===== config.mk =====
export PLATFORM = sky130hd
export DESIGN_NAME = gpr_dbg_master
export DESIGN_NICKNAME = d
export VERILOG_FILES = /design/src/rtl/gpr_dbg_master.sv
export SDC_FILE = /design/constraint.sdc
export NUM_CORES = 1
export LEC_CHECK = 0
export BUFFER_PORTS_ARGS = -buffer_cell sky130_fd_sc_hd__buf_4
export CAP_MARGIN = 10
export CORE_ASPECT_RATIO = 2
export CORE_MARGIN = 2
export CORE_UTILIZATION = 27
export CTS_BUF_LIST = sky130_fd_sc_hd__clkbuf_16
export CTS_CLUSTER_SIZE = 10
export DETAILED_ROUTE_END_ITERATION = 10
export PLACE_DENSITY = 0.45
export SYNTH_ARGS = -nofsm -noshare
export SYNTH_HDL_FRONTEND = slang
export SYNTH_SLANG_ARGS = --single-unit

===== constraint.sdc =====
create_clock -name clk_i -period 7.8 [get_ports clk_i]
set_input_delay 0.39 -clock clk_i [delete_from_list [all_inputs] [get_ports clk_i]]
set_output_delay 0.39 -clock clk_i [all_outputs]
set_load 0.03 [all_outputs]

===== src/rtl/gpr_dbg_master.sv =====
// Debug-side initiator for the GPR file JTAG port: runs single writes and
// single/burst reads while the core is halted, retrying writes lost to writeback.
module gpr_dbg_master #(
  parameter int unsigned ADDR_W    = 5,
  parameter int unsigned DATA_W    = 32,
  parameter int unsigned MAX_RETRY = 4
) (
  input  logic              clk_i,
  input  logic              rst_i,
  input  logic              halted_i,
  input  logic              core_rd_we_i,
  input  logic              cmd_valid_i,
  output logic              cmd_ready_o,
  input  logic              cmd_write_i,
  input  logic [ADDR_W-1:0] cmd_addr_i,
  input  logic [ADDR_W:0]   cmd_count_i,
  input  logic [DATA_W-1:0] cmd_wdata_i,
  output logic              rsp_valid_o,
  input  logic              rsp_ready_i,
  output logic [DATA_W-1:0] rsp_rdata_o,
  output logic              rsp_err_o,
  output logic              rsp_last_o,
  output logic              jtag_reg_req_o,
  output logic [ADDR_W-1:0] jtag_reg_addr_o,
  output logic              jtag_reg_we_o,
  output logic [DATA_W-1:0] jtag_reg_wdata_o,
  input  logic [DATA_W-1:0] jtag_reg_rdata_i
);

  localparam int unsigned CNT_W = ADDR_W + 1;
  localparam int unsigned SUM_W = ADDR_W + 2;
  localparam int unsigned NREG  = 1 << ADDR_W;
  localparam int unsigned RTY_W = $clog2(MAX_RETRY + 1);

  typedef enum logic [1:0] {
    IDLE   = 2'd0,
    ACCESS = 2'd1,
    RESP   = 2'd2
  } state_e;

  state_e             state_q;
  logic               ready_q;
  logic               write_q;
  logic [ADDR_W-1:0]  addr_q;
  logic [CNT_W-1:0]   count_q;
  logic [DATA_W-1:0]  wdata_q;
  logic [RTY_W-1:0]   retry_q;
  logic               rsp_valid_q;
  logic [DATA_W-1:0]  rsp_rdata_q;
  logic               rsp_err_q;
  logic               rsp_last_q;
  logic               req_q;
  logic               we_q;
  logic [ADDR_W-1:0]  jaddr_q;
  logic [DATA_W-1:0]  jwdata_q;

  logic [SUM_W-1:0]   span_c;
  logic               cmd_bad_c;
  logic               retry_again_c;

  // Commands rejected at accept never touch the register port.
  assign span_c    = SUM_W'(cmd_addr_i) + SUM_W'(cmd_count_i);
  assign cmd_bad_c = !halted_i
                  || (cmd_count_i == '0)
                  || (cmd_count_i > CNT_W'(NREG))
                  || (span_c > SUM_W'(NREG))
                  || (cmd_write_i && (cmd_count_i != CNT_W'(1)));

  // A lost write is retried in place until the retry budget runs out.
  assign retry_again_c = halted_i && write_q && core_rd_we_i
                      && (retry_q != RTY_W'(MAX_RETRY - 1));

  always_ff @(posedge clk_i) begin
    if (rst_i) begin
      state_q     <= IDLE;
      ready_q     <= 1'b0;
      write_q     <= 1'b0;
      addr_q      <= '0;
      count_q     <= '0;
      wdata_q     <= '0;
      retry_q     <= '0;
      rsp_valid_q <= 1'b0;
      rsp_rdata_q <= '0;
      rsp_err_q   <= 1'b0;
      rsp_last_q  <= 1'b0;
      req_q       <= 1'b0;
      we_q        <= 1'b0;
      jaddr_q     <= '0;
      jwdata_q    <= '0;
    end else begin
      case (state_q)
        IDLE: begin
          ready_q <= 1'b1;
          if (ready_q && cmd_valid_i) begin
            ready_q <= 1'b0;
            write_q <= cmd_write_i;
            addr_q  <= cmd_addr_i;
            count_q <= cmd_count_i;
            wdata_q <= cmd_wdata_i;
            retry_q <= '0;
            if (cmd_bad_c) begin
              state_q     <= RESP;
              rsp_valid_q <= 1'b1;
              rsp_rdata_q <= '0;
              rsp_err_q   <= 1'b1;
              rsp_last_q  <= 1'b1;
            end else begin
              state_q  <= ACCESS;
              req_q    <= 1'b1;
              we_q     <= cmd_write_i;
              jaddr_q  <= cmd_addr_i;
              jwdata_q <= cmd_wdata_i;
            end
          end
        end

        ACCESS: begin
          if (retry_again_c) begin
            retry_q <= retry_q + RTY_W'(1);
          end else begin
            // Reaching here with a colliding write means the retries are spent.
            state_q     <= RESP;
            rsp_valid_q <= 1'b1;
            rsp_rdata_q <= (halted_i && !write_q) ? jtag_reg_rdata_i : '0;
            rsp_err_q   <= !halted_i || (write_q && core_rd_we_i);
            rsp_last_q  <= !halted_i || write_q || (count_q == CNT_W'(1));
            req_q       <= 1'b0;
            we_q        <= 1'b0;
            jaddr_q     <= '0;
            jwdata_q    <= '0;
          end
        end

        RESP: begin
          if (rsp_ready_i) begin
            rsp_valid_q <= 1'b0;
            rsp_rdata_q <= '0;
            rsp_err_q   <= 1'b0;
            rsp_last_q  <= 1'b0;
            if (rsp_last_q || rsp_err_q) begin
              state_q <= IDLE;
              ready_q <= 1'b1;
            end else begin
              state_q  <= ACCESS;
              addr_q   <= addr_q + ADDR_W'(1);
              count_q  <= count_q - CNT_W'(1);
              retry_q  <= '0;
              req_q    <= 1'b1;
              we_q     <= write_q;
              jaddr_q  <= addr_q + ADDR_W'(1);
              jwdata_q <= wdata_q;
            end
          end
        end

        default: state_q <= IDLE;
      endcase
    end
  end

  assign cmd_ready_o      = ready_q;
  assign rsp_valid_o      = rsp_valid_q;
  assign rsp_rdata_o      = rsp_rdata_q;
  assign rsp_err_o        = rsp_err_q;
  assign rsp_last_o       = rsp_last_q;
  // A halt loss in the access cycle itself must keep the request off the port.
  assign jtag_reg_req_o   = req_q & halted_i;
  assign jtag_reg_we_o    = we_q & halted_i;
  assign jtag_reg_addr_o  = jaddr_q;
  assign jtag_reg_wdata_o = jwdata_q;

endmodule


After elaboration in Yosys (flattened, before gate mapping)

Index checks and enable logic that the tools add are counted.

Bits in registers: 124
Logic and storage cells: 123
Input bits: 82
Output and inout port bits: 75

Mux-type cells: 59
Equal/unequal tests: 13
Magnitude comparators: 2
Bitwise operators: 2
Add/subtract/negate cells: 4
Reduce and logical (&&, ||, !) cells: 28

Operators by type and width:

| cell               | number |
|---|---|
| $mux 32            | 10 |
| $pmux 32 s3        | 2 |
| $mux 5             | 6 |
| $mux 1             | 19 |
| $mux 6             | 3 |
| $ne 2x2->1 const B | 8 |
| $pmux 1 s3         | 5 |
| $pmux 5 s3         | 1 |
| $mux 3             | 4 |
| $pmux 6 s2         | 1 |
| $pmux 5 s2         | 1 |
| $reduce_and 5->1   | 2 |
| $pmux 3 s3         | 1 |
| $logic_or 1x1->1   | 8 |
| $mux 2             | 4 |
| $add 5x6->7        | 1 |
| $gt 7x6->1 const B | 1 |
| $logic_and 1x1->1  | 7 |
| $eq 6x1->1 const B | 1 |
| $gt 6x6->1 const B | 1 |
| $logic_not 6->1    | 1 |
| $ne 6x1->1 const B | 1 |
| $pmux 2 s3         | 1 |
| $reduce_and 3->1   | 2 |
| other kinds (15)   | 17 |

Longest topological paths before layout

Word-level depth: 8
Mapped depth: 11
Depth with buffers taken out: 9

Worst setup path after synthesis

Ideal clock, no wire load.

Path kind: input port to flip-flop
Start: in cmd_addr_i[0]
End: reg rsp_err_q, in the netlist rsp_err_o
Cell stages on the path: 10
Arrival time: 2.556 ns
Setup slack: 5.124 ns
Data required time: 7.679 ns
Cells stage by stage: ha_1 > inv_1 > fa_1 > nor2b_1 > o22ai_1 > xnor2_1 > o41ai_4 > a31o_1 > buf_4 > mux2_2

Cells in the longest elaborated chain, start to end: 6

RTL lines:

| item                       | line | text |
|---|---|---|
| from (decl)                | 15   | `input logic [ADDR_W-1:0] cmd_addr_i,` |
| $add 5x6->7                | 62   | `assign span_c = SUM_W'(cmd_addr_i) + SUM_W'(cmd_count_i);` |
| $gt 7x6->1                 | 66   | `\|\| (span_c > SUM_W'(NREG))` |
| $logic_or 1x1->1           | 66   |  |
| $logic_or 1x1->1           | 67   | `\|\| (cmd_write_i && (cmd_count_i != CNT_W'(1)));` |
| $ne 2x2->1 (no line)       | n/a  |  |
| $reduce_and 5->1 (no line) | n/a  |  |
| to (signal assigned)       | 125  | `rsp_err_q <= !halted_i \|\| (write_q && core_rd_we_i);` |
| to (decl)                  | 50   | `logic rsp_err_q;` |

No other way between the ends.
A chain may end at the register's enable or synchronous reset.

Final worst setup path

Start: reg state_q[0]
End: reg jwdata_q[26], in the netlist jtag_reg_wdata_o[26]

Cells in the longest elaborated chain, start to end: 3

RTL lines:

| item                                                      | line | text |
|---|---|---|
| from (decl)                                               | 41   | `state_e state_q;` |
| from (signal assigned)                                    | 75   | `state_q <= IDLE;` |
| from (signal assigned)                                    | 102  | `state_q <= RESP;` |
| from (signal assigned)                                    | 108  | `state_q <= ACCESS;` |
| $eq 2x2->1, or another cell as far along                  | 91   | `case (state_q)` |
| $ne 2x2->1 (no line) or $reduce_bool 3->1 (tied branches) | n/a  |  |
| $reduce_and 6->1 (no line)                                | n/a  |  |
| to (signal assigned)                                      | 112  | `jwdata_q <= cmd_wdata_i;` |
| to (signal assigned)                                      | 151  | `jwdata_q <= wdata_q;` |
| to (decl)                                                 | 55   | `logic [DATA_W-1:0] jwdata_q;` |

Several ways; a longest one is shown, not always the timed one.

==> out/metrics.cfg <==
[floorplan]
fp.dieH_um = 216
io_pins = 157
start_util = 0.274
die_area_mm2 = 0.0237
die_w_um = 110
core-area_mm2 = 0.0221
fp-row-count = 77

[grt]
overflow = 0
top_usage_layer = met2
met2_usage = 0.301
grtUsageMet3 = 0.0260
antenna_found_initial = 0
grt_max_degree = 77
grt_pass1_vias = 5362
grt_use_met1 = 0.172
track_usage = 0.161
grt_pass1_wl_um = 29400

[worst_hold_path]
hold_start = cmd_valid_i
hp-class = input pin to register
hold-path-endpoint = cmd_ready_o
hold_depth = 2

[yosys]
synthArstFlopShare = 0
synth_ff_type = dfxtp_1
ys_warn_count = 0
synth_edf_count = 0
syn_nets = 807
avgSynthCellArea_um2 = 8.52
yosysSeqAreaShare = 0.411
syn_inst = 710
ys_ff_latch = 124
synth_area_mm2 = 0.00605
yosysUniqueCellTypes = 54

[clock_tree]
cts_sinks = 124
cts_resized = 0
cts_tree = built
clk_path_buf_depth = 2
hold_buffers = 0
htreeDepth = 4
clock_latency_ns = 0.41
clkTransAtPathRegs_ns = 0.05
cts_buffers = 17
root_buffer = clkbuf_16
cts_setup_buffers = 0

[timing]
final.setup.tns_ns = 0
worst_slew_pin_slew_ns = 0.969
fmax_mhz = 292
period_share = 0.439
slew_viol_final = 0
rsz0062_at_grt = no
period_needed_ns = 3.43
worst_clock_skew_ns = 0.00556
hold_viol = 0
setup_violations = 0
relSlewSlack = 0.352

[layout]
seq_area_mm2 = 0.00248
drive_above_1_share = 0.240
area_growth_syn_to_layout_pct = 30.6
multi_input_area_mm2 = 0.00326
num_antenna_cells = 0
nets = 930
final_cells = 1121
finalCoreUtilization = 0.358
num-fill-cells = 2329

[detailed_routing]
drt-wirelength-per-cell_um = 17.1
vias = 5529
first_pass_iters = 6
ant_nets = 0
postRouteWirelength_um = 19200
viasPerCell = 4.93
drtIter0Drc = 217
drc = 0

[run_status]
outcome = finished, final reports clean

[setup_path]
reg2reg_to = jtag_reg_wdata_o[26]
crit_path_end_kind = register
required_ns = 8.06
r2r-start = state_q[0]
critPathKind = register to register
arrival_ns = 3.68
start_kind = register
r2r_cells = 9
path_max_fanout = 40
rrSetupSlack_ns = 4.37

[placed_design]
hpwlAfterDp_um = 13100
gp_congestion = 0.757
portBuffers = 156
dp.cells = 1090

[pwr]
peakVddDrop_uv = 150
cellPowerDensity_mw_per_mm2 = 375
finalPower_w = 0.00296
p_leak_nw = 3.15

[flow_run]
max_cap_viol_count = 0

## worst max-delay path: stages (launching register included)
cell and delay (ns):
dfxtp_1 0.36, inv_1 0.11, ha_2 0.21, inv_2 0.27, o2bb2ai_2 0.18, or4b_1 0.66
nor2_4 0.77, a21o_1 0.14, buf_4 0.40, a211oi_1 0.15
## how the worst max path moves through the flow
| stage | from | end | slack [ns] | depth (start not counted) |
|---|---|---|---|---|
| after floorplan | cmd_addr_i[0] | rsp_err_o | 5.12 | 10 |
| after global placement | cmd_count_i[0] | rsp_err_o | 4.14 | 12 |
| after detailed placement | cmd_count_i[0] | rsp_err_o | 4.09 | 12 |
| after CTS | state_q[0] | jtag_reg_wdata_o[26] | 4.29 | 9 |
| after global routing | state_q[0] | jtag_reg_wdata_o[26] | 4.13 | 9 |
| final | state_q[0] | jtag_reg_wdata_o[26] | 4.37 | 9 |
## metrics by stage
step / instance area, um^2 / setup WS (ns) / hold WS [ns]
2_1_floorplan: 6050 / 5.12 / 0.436
3_3_place_gp: 7380 / 4.14 / 0.443
3_5_place_dp: 7380 / 4.09 / 0.447
4_1_cts: 7900 / 4.29 / 0.201
5_1_grt: 7900 / 4.13 / 0.214
6_report: 7900 / 4.37 / 0.225
## cell type report
cell class	instances	area share
Inverter	13	0.00618
Timing Repair Buffer	166	0.158
Multi-Input combinational cell	511	0.413
Tap cell	276	0.0437
Sequential cell	124	0.314
Clock inverter	14	0.0113
Clock buffer	17	0.0539
## layer usage
| layer | part of all wire | routed length, um |
|---|---|---|
| met1 | 0.40 | 7590 |
| met2 | 0.55 | 10500 |
| met3 | 0.032 | 610 |
| met4 | 0.025 | 475 |
| met5 | 0 | 0 |
## Yosys cell counts (all sizes together) (2+ instances only)
library cell	number	area [um^2]
o32ai	2	17.5
nand2b	35	219
nand3b	2	15.0
nand3	5	25.0
nor3	3	20.0
o22ai	2	12.5
nand2	119	447
o31ai	3	22.5
dfxtp	124	2480
clkbuf	39	146
nor3b	2	15.0
and2	3	18.8
mux2i	36	360
inv	13	48.8
a22oi	7	52.6
o21ai	11	55.1
a311oi	3	26.3
xnor2	4	35.0
a221oi	3	26.3
xor2	2	17.5
ha	14	175
nor2	25	96.4
a211oi	82	616
nor4	3	18.8
nor2b	42	263
or3b	2	17.5
a31oi	38	238
buf	23	136
o2bb2ai	3	32.5
a21oi	43	215
## sequential cells by signal (all words and copies together), names as in the netlist
signal,cells
rsp_valid_o,1
we_q,1
rsp_rdata_o,32
count_q,6
addr_q,5
cmd_ready_o,1
state_q,2
jtag_reg_addr_o,5
retry_q,3
write_q,1
rsp_err_o,1
req_q,1
wdata_q,32
jtag_reg_wdata_o,32
rsp_last_o,1
## logic make-up after synthesis
kind of cell,synth area share
xor+xnor,0.00869
simple gates,0.201
flops,0.411
buf+inv,0.0548
mux,0.0615
fa+ha+maj,0.0323
compound gates,0.231
## report_power, final
part	internal, W	leakage [nW]	switching, W
clock	0.000424	0.262	0.000279
sequential	0.000777	1.01	0.000120
combinational	0.000499	1.88	0.000859
## placed cells by master (no fill, tap or decap), types with 7 or more instances in the layout
master       n
mux2i_1     36
nor2b_1     42
a211oi_1    82
a31oi_1     38
a21oi_1     43
nor2_1      24
clkbuf_16   17
buf_4      166
inv_1       14
a22oi_1      7
nand2_1    119
ha_1        12
nand2b_1    35
o21ai_0     11
dfxtp_1    124
No activity file was read; power rests on OpenSTA's default activity.
